--- config.mk ---
export PLATFORM = sky130hd
export DESIGN_NAME = read_port_sel
export DESIGN_NICKNAME = d
export VERILOG_FILES = /design/src/rtl/mini_cpu_pkg.sv /design/src/rtl/reg_scoreboard.sv /design/src/rtl/read_port_sel.sv
export SDC_FILE = /design/constraint.sdc
export NUM_CORES = 1
export LEC_CHECK = 0
export BUFFER_PORTS_ARGS = -buffer_cell sky130_fd_sc_hd__buf_2
export CAP_MARGIN = 30
export CORE_ASPECT_RATIO = 1.2
export CORE_MARGIN = 3
export CORE_UTILIZATION = 54
export DETAILED_ROUTE_END_ITERATION = 10
export GPL_ROUTABILITY_DRIVEN = 0
export PLACE_DENSITY_LB_ADDON = 0.25
export SLEW_MARGIN = 10
export SYNTH_ARGS = -nofsm -noshare
export SYNTH_HDL_FRONTEND = slang
export SYNTH_SLANG_ARGS = --single-unit
--- constraint.sdc ---
create_clock -name clk -period 3.1 [get_ports clk]
set_input_delay 0.31 -clock clk [delete_from_list [all_inputs] [get_ports clk]]
set_output_delay 0.31 -clock clk [all_outputs]
set_load 0.01 [all_outputs]
--- src/rtl/mini_cpu_pkg.sv ---
// Shared mini CPU decode-stage definitions: register address width, address type
// and the hard-wired zero register.
package mini_cpu_pkg;

   localparam int ADDR_W = 5;

   typedef logic [ADDR_W-1:0] reg_addr_t;

   localparam reg_addr_t REG_ZERO = 5'd0;

endpackage

--- src/rtl/reg_scoreboard.sv ---
// Pending-write scoreboard: one bit per register, set on issue and cleared on
// writeback. Register 0 never becomes pending.
module reg_scoreboard #(
   parameter int ADDR_W = mini_cpu_pkg::ADDR_W
) (
   input  logic              clk,
   input  logic              rst,
   input  logic              iss_en,
   input  logic [ADDR_W-1:0] iss_addr,
   input  logic              wb_en,
   input  logic [ADDR_W-1:0] wb_addr,
   input  logic [ADDR_W-1:0] lookup_addr,
   output logic              pend
);
   import mini_cpu_pkg::*;

   localparam int NREG = 2 ** ADDR_W;

   logic [NREG-1:0] pend_r;
   logic [NREG-1:0] pend_nxt_s;

   // Next pending state: an issue beats a writeback to the same register.
   always_comb begin
      pend_nxt_s = pend_r;
      for (int i = 0; i < NREG; i++) begin
         if (i == 0) begin
            pend_nxt_s[i] = 1'b0;
         end else if (iss_en && (iss_addr == ADDR_W'(i))) begin
            pend_nxt_s[i] = 1'b1;
         end else if (wb_en && (wb_addr == ADDR_W'(i))) begin
            pend_nxt_s[i] = 1'b0;
         end else begin
            pend_nxt_s[i] = pend_r[i];
         end
      end
   end

   // Scoreboard state register.
   always_ff @(posedge clk) begin
      if (rst) begin
         pend_r <= {NREG{1'b0}};
      end else begin
         pend_r <= pend_nxt_s;
      end
   end

   // Register 0 reads as never pending regardless of the array contents.
   assign pend = (lookup_addr == ADDR_W'(REG_ZERO)) ? 1'b0 : pend_r[lookup_addr];

endmodule

--- src/rtl/read_port_sel.sv ---
// Register-file read-port address selector with pending-write stall and a
// one-entry valid/ready output stage. Define READPORT_BYPASS_EN to let a
// same-cycle writeback release the stall.
module read_port_sel #(
   parameter int ADDR_W = mini_cpu_pkg::ADDR_W,
   parameter int NSRC   = 4,
   parameter int SEL_W  = $clog2(NSRC)
) (
   input  logic                   clk,
   input  logic                   rst,
   input  logic [NSRC*ADDR_W-1:0] src_addr,
   input  logic [SEL_W-1:0]       sel,
   input  logic                   in_valid,
   output logic                   in_ready,
   output logic [ADDR_W-1:0]      out_addr,
   output logic                   out_valid,
   input  logic                   out_ready,
   input  logic                   iss_en,
   input  logic [ADDR_W-1:0]      iss_addr,
   input  logic                   wb_en,
   input  logic [ADDR_W-1:0]      wb_addr,
   output logic                   hazard
);
   import mini_cpu_pkg::*;

   localparam int NSLOT = 2 ** SEL_W;

   logic [ADDR_W-1:0] fld_s [NSLOT];
   logic [ADDR_W-1:0] cand_s;
   logic              pend_s;
   logic              hazard_s;
   logic              accept_s;
   logic [ADDR_W-1:0] out_addr_r;
   logic              out_valid_r;

   // Unused select codes map to a zero field so the mux is a plain index.
   for (genvar i = 0; i < NSLOT; i++) begin : g_fld
      if (i < NSRC) begin : g_real
         assign fld_s[i] = src_addr[i*ADDR_W +: ADDR_W];
      end else begin : g_zero
         assign fld_s[i] = ADDR_W'(REG_ZERO);
      end
   end

   assign cand_s = fld_s[sel];

   reg_scoreboard #(
      .ADDR_W (ADDR_W)
   ) u_sb (
      .clk         (clk),
      .rst         (rst),
      .iss_en      (iss_en),
      .iss_addr    (iss_addr),
      .wb_en       (wb_en),
      .wb_addr     (wb_addr),
      .lookup_addr (cand_s),
      .pend        (pend_s)
   );

`ifdef READPORT_BYPASS_EN
   assign hazard_s = in_valid & pend_s & ~(wb_en & (wb_addr == cand_s));
`else
   assign hazard_s = in_valid & pend_s;
`endif

   assign accept_s = in_valid & ~hazard_s & (~out_valid_r | out_ready);

   // Output stage: load on accept, drain when consumed, hold under backpressure.
   always_ff @(posedge clk) begin
      if (rst) begin
         out_valid_r <= 1'b0;
         out_addr_r  <= {ADDR_W{1'b0}};
      end else if (accept_s) begin
         out_valid_r <= 1'b1;
         out_addr_r  <= cand_s;
      end else if (out_ready) begin
         out_valid_r <= 1'b0;
         out_addr_r  <= out_addr_r;
      end else begin
         out_valid_r <= out_valid_r;
         out_addr_r  <= out_addr_r;
      end
   end

   assign hazard    = hazard_s;
   assign in_ready  = ~hazard_s & (~out_valid_r | out_ready);
   assign out_addr  = out_addr_r;
   assign out_valid = out_valid_r;

endmodule

Word-level counts from Yosys, hierarchy flattened
Index checks and enable logic that the tools add are counted.
Word-level totals
  logic and storage cells: 271
  output and inout bits: 8
  register bits after elaboration: 38
  input port bits: 38
Cells by class
  equality and inequality tests: 62
  muxes and demuxes: 70
  order comparisons: 2
  bitwise gates (word level): 8
  reductions and logical operators: 95
Operator list (number)
  5-bit == test, second input constant: 32
  5-bit by 4-bit == test with 1-bit output, second input constant: 16
  1-bit two-way mux: 66
  2-bit nonzero test: 32
  1-bit logical AND: 62
  5-bit by 3-bit == test with 1-bit output, second input constant: 8
  5-bit by 2-bit == test with 1-bit output, second input constant: 4
  5-bit binary-select mux with 2-bit select: 1
  5-bit by 1-bit == test with 1-bit output, second input constant: 2
  5-bit two-way mux: 2
  5-bit by 6-bit less-than comparator with 1-bit output, second input constant: 1
  1-bit binary-select mux with 5-bit select: 1
  5-bit zero test: 1
  1-bit bitwise AND: 4
  3-bit >= comparator, second input constant: 1
  2-bit NOT with 3-bit output: 1
  1-bit NOT: 2
  1-bit OR: 1

Logic depth before layout (Yosys ltp)
  word-level depth: 12
  mapped depth: 10
  mapped depth without buffers: 7

By module
Synthesis repeated with hierarchy kept, for this count alone.
Second synthesis, totals
  cells, all modules: 224
  area total of the unflattened synthesis: 1906.8 µm²
By module, submodules not included
  reg_scoreboard: sequential area each 620.6 µm², area each 1570.3 µm², instances 1, cells an instance 199
  read_port_sel: sequential area each 120.1 µm², area each 336.6 µm², instances 1, cells an instance 25

Worst setup path after synthesis
Ideal clock, no wire load.
  path type: input port to output port
  from: input sel[0]
  to: output in_ready
  required time: 2790 ps
  slack: 450 ps
  arrival: 2340 ps
  stages on the path: 8
  buffers on the path: 1
  cell sequence: buf_6 -> mux4_2 -> mux2_4 -> or3_1 -> o2111ai_2 -> nand4_4 -> and2_1 -> nor2b_1
Between the ends
  word-level cells in the longest chain between the ends: 10
  elaborated cells on any way between the ends: 11
  classes of those cells: 6 x mux; 4 x bitwise; 1 x reduce/logical
Ends and longest elaborated chain
  start, declared: line read_port_sel.sv:12  | input logic [SEL_W-1:0] sel,
  2-bit NOT with 3-bit output (implied by the code) *: line read_port_sel.sv:45  | assign cand_s = fld_s[sel];
  5-bit binary-select mux with 2-bit select *: line read_port_sel.sv:45
  5-bit two-way mux (implied by the code) * (2 in a row): line read_port_sel.sv:45
  1-bit binary-select mux with 5-bit select: line reg_scoreboard.sv:48  | assign pend = (lookup_addr == ADDR_W'(REG_ZERO)) ? 1'b0 : pend_r[lookup_addr];
  1-bit two-way mux (implied by the code): line reg_scoreboard.sv:48
  1-bit two-way mux *: line reg_scoreboard.sv:48
  1-bit bitwise AND *: line read_port_sel.sv:63  | assign hazard_s = in_valid & pend_s;
  named net hazard: line read_port_sel.sv:22  | output logic hazard
  1-bit NOT *: line read_port_sel.sv:86  | assign in_ready = ~hazard_s & (~out_valid_r | out_ready);
  1-bit bitwise AND *: line read_port_sel.sv:86
  end, declared: line read_port_sel.sv:14  | output logic in_ready,
The timed path passes the listed nets; every way through them passes the cells marked *. The select of a mux whose other input is x is not followed.

Final worst setup path
  from: input sel[0]
  to: output in_ready
Between the ends
  word-level cells in the longest chain between the ends: 10
  elaborated cells on any way between the ends: 11
  classes of those cells: 6 x mux; 4 x bitwise; 1 x reduce/logical
Ends and longest elaborated chain (line)
  2-bit NOT with 3-bit output (implied by the code) *: read_port_sel.sv:45
  5-bit binary-select mux with 2-bit select *: read_port_sel.sv:45
  5-bit two-way mux (implied by the code) * (2 in a row): read_port_sel.sv:45
  1-bit binary-select mux with 5-bit select: reg_scoreboard.sv:48
  1-bit two-way mux (implied by the code): reg_scoreboard.sv:48
  1-bit two-way mux *: reg_scoreboard.sv:48
  1-bit bitwise AND *: read_port_sel.sv:63
  1-bit NOT *: read_port_sel.sv:86
  1-bit bitwise AND *: read_port_sel.sv:86
Every way passes the cells marked *; elsewhere a longest branch is shown, timed or not. The select of a mux whose other input is x is not followed.

==> flow_summary_export.csv <==
group,metric,value,unit
run_status,status,"finished, final reports clean",
yosys,syn_area_per_cell,8.40,sq um
die,chipHeight,73.6,microns
yosys,synth-edff-count,0,
global_route,grt_overflow,0,
setup_path,worstPathRequired,2.79,ns
finish,syn_to_final_growth,15.0,%
timing,slew_violations,0,
die,start_util,58.6,%
finish,drive_gt1_share,23.1,%
timing,finalSetupViolations,0,
global_route,grt_pass1_wl,8360,microns
yosys,synthTopCellsByArea,"dfxtp_1 (36%), mux2i_1 (11%), o21ai_0 (8.0%)",
finish,antenna_cells,0,
yosys,yosys_warnings,0,
timing,skew,0.00690,ns
timing,fmax,353,MHz
timing,fin_ws,0.267,ns
min_path,min_path_type,"input port to flip-flop",
yosys,synth_top_cell_area_share,36.0,%
clock_tree,post_cts_buffers,0,
global_route,antenna_found_initial,0,
routing,drc,0,
clock_tree,cts-resized-gates,0,
clock_tree,cts_buffers,5,
timing,fin_crit_sh,91.4,%
die,die_x,62.4,microns
clock_tree,cts_tree,"yes",
finish,n_fill_cell,319,
routing,dr_total_vias,1933,
timing,worstMarginPinSlew,0.718,ns
clock_tree,h-tree-depth,2,
global_route,grt_pass1_vias,1744,
placed_design,placed_cell_area,2280,sq um
routing,via_per_inst,5.75,
timing,max-slew-margin-rel,52.1,%
placed_design,io_buffers,45,
finish,nets,323,
die,core.rowCount,23,
clock_tree,hold_buffers,0,
setup_path,cp_max_fo,17,
yosys,synthFlopType,"dfxtp_1",
die,dieArea,4590,sq um
routing,wire_per_inst,15.1,microns
pwr,p_per_area,438,nW/um^2
finish,final_cell_mix,"buf_2 (45), dfxtp_1 (37), nand2_1 (36), o21ai_0 (33), a21oi_1 (31)",
placed_design,dp_hpwl,3740,microns
clock_tree,clock_path_buffers,2,
setup_path,endpoint_kind,"output port",
routing,ant_nets,0,
setup_path,start_kind,"input port",
clock_tree,clock_latency,0.30,ns
routing,dr.pass1.iters,5,
setup_path,worstPathArrival,2.52,ns
finish,layout_commonest_cell,"buf_2",
finish,post-route-util,67.4,%
yosys,yosysTopAreaCell,"dfxtp_1",
routing,wirelength,5070,microns
die,core-area,3510,sq um
yosys,yosysSeqAreaShare,36.0,%
yosys,yosysUniqueCellTypes,33,
yosys,ys_ff_latch,37,
clock_tree,cts.sinks,37,
finish,post-route-cell-area,2370,sq um
clock_tree,cts-root-buf,"clkbuf_8",
yosys,syn_nets,283,
timing,rsz0062_at_grt,"false",
job,maxCapViolCount,0,
yosys,async_flop_share,0,%
routing,drtIter0Drc,126,
timing,final_hold_viol_count,0,
yosys,syn_inst,245,
pwr,ir_drop,301,uV
global_route,grt_usage,23.4,%
clock_tree,path_clk_slew,0.08,ns
timing,setup-tns-final,0,ns
timing,fin_crit,2.83,ns
pwr,leakagePower,0.895,nW
yosys,synth_area,2060,sq um
setup_path,path_class,"input port to output port",
global_route,grt_max_degree,43,
die,io_pins,46,
placed_design,dpl_worst_slack,0.259,ns
## where the power goes
part           internal (mW)  leakage (nW)  switching, mW
Combinational         0.0843         0.559          0.112
Sequential             0.489         0.300        0.00621
Clock                  0.158        0.0364          0.188
## critical path, stage by stage
cell and delay (ns):
buf_2 0.19, mux4_2 0.76, mux2i_1 0.26, mux2i_1 0.10, o221ai_1 0.27, nand4_4 0.19
and2_1 0.22, nor2b_1 0.09, buf_2 0.13
## area by class of cell
type | instances | area [sq um] | area share [%]
clock buffers | 5 | 68.8 | 2.91
multi-input cells | 194 | 1240 | 52.4
clock inverters | 3 | 22.5 | 0.951
flip-flops and latches | 37 | 741 | 31.3
inverters | 2 | 7.51 | 0.317
well taps | 50 | 62.6 | 2.64
repair buffers | 45 | 225 | 9.51
## per-stage QoR
step / cells / hold slack (ns) / total power [mW]
floorplan: 245 / 0.453 / 0.642
global placement: 328 / 0.458 / 0.696
detailed placement: 328 / 0.467 / 0.701
CTS: 336 / 0.340 / 1.04
global route: 336 / 0.360 / 1.08
finish: 336 / 0.343 / 1.04
## worst paths after layout
kind	depth (start not counted)	end	start	slack, ns
min	4	out_valid	in_valid	0.34
min reg2reg	2	out_addr[0]	out_addr[0]	0.48
max	9	in_ready	sel[0]	0.27
max reg2reg	6	out_addr[4]	u_sb.pend_r[20]	1.44
## cells by family (layout without fill, tap and decap cells)
group / after synthesis / count (layout) / synth area share, %
flops: 37 / 37 / 36.0
simple gates: 91 / 91 / 22.7
buf+inv: 14 / 55 / 3.77
compound gates: 73 / 73 / 19.6
mux: 30 / 30 / 17.9
## state kept, by name (all words and copies together) (netlist names)
name         cells
out_addr         5
out_valid        1
u_sb.pend_r     31
## per-layer routing
layer / vias to the layer above / track usage, % / part of all wire, %
met5: - / 0 / 0
met4: 0 / 11.3 / 1.6
met3: 9 / 5.66 / 8.9
met2: 97 / 38.3 / 46
met1: 873 / 29.3 / 43
li1: 954 / - / -
## cells in the mapped netlist, types with 2 or more instances
cell and n:
dfxtp_1 37, nand2_1 36, o21ai_0 33, a21oi_1 31, mux2i_1 23, nand2b_1 15, nor2_1 12, nor2b_1 9
clkbuf_1 7, mux4_2 5, nand3_1 5, buf_6 3, buf_2 2, inv_1 2, nand3b_1 2, nand4b_1 2
nor3_1 2, o2111ai_1 2, o41ai_1 2, or2_2 2
No activity file was read; power rests on OpenSTA's default activity.
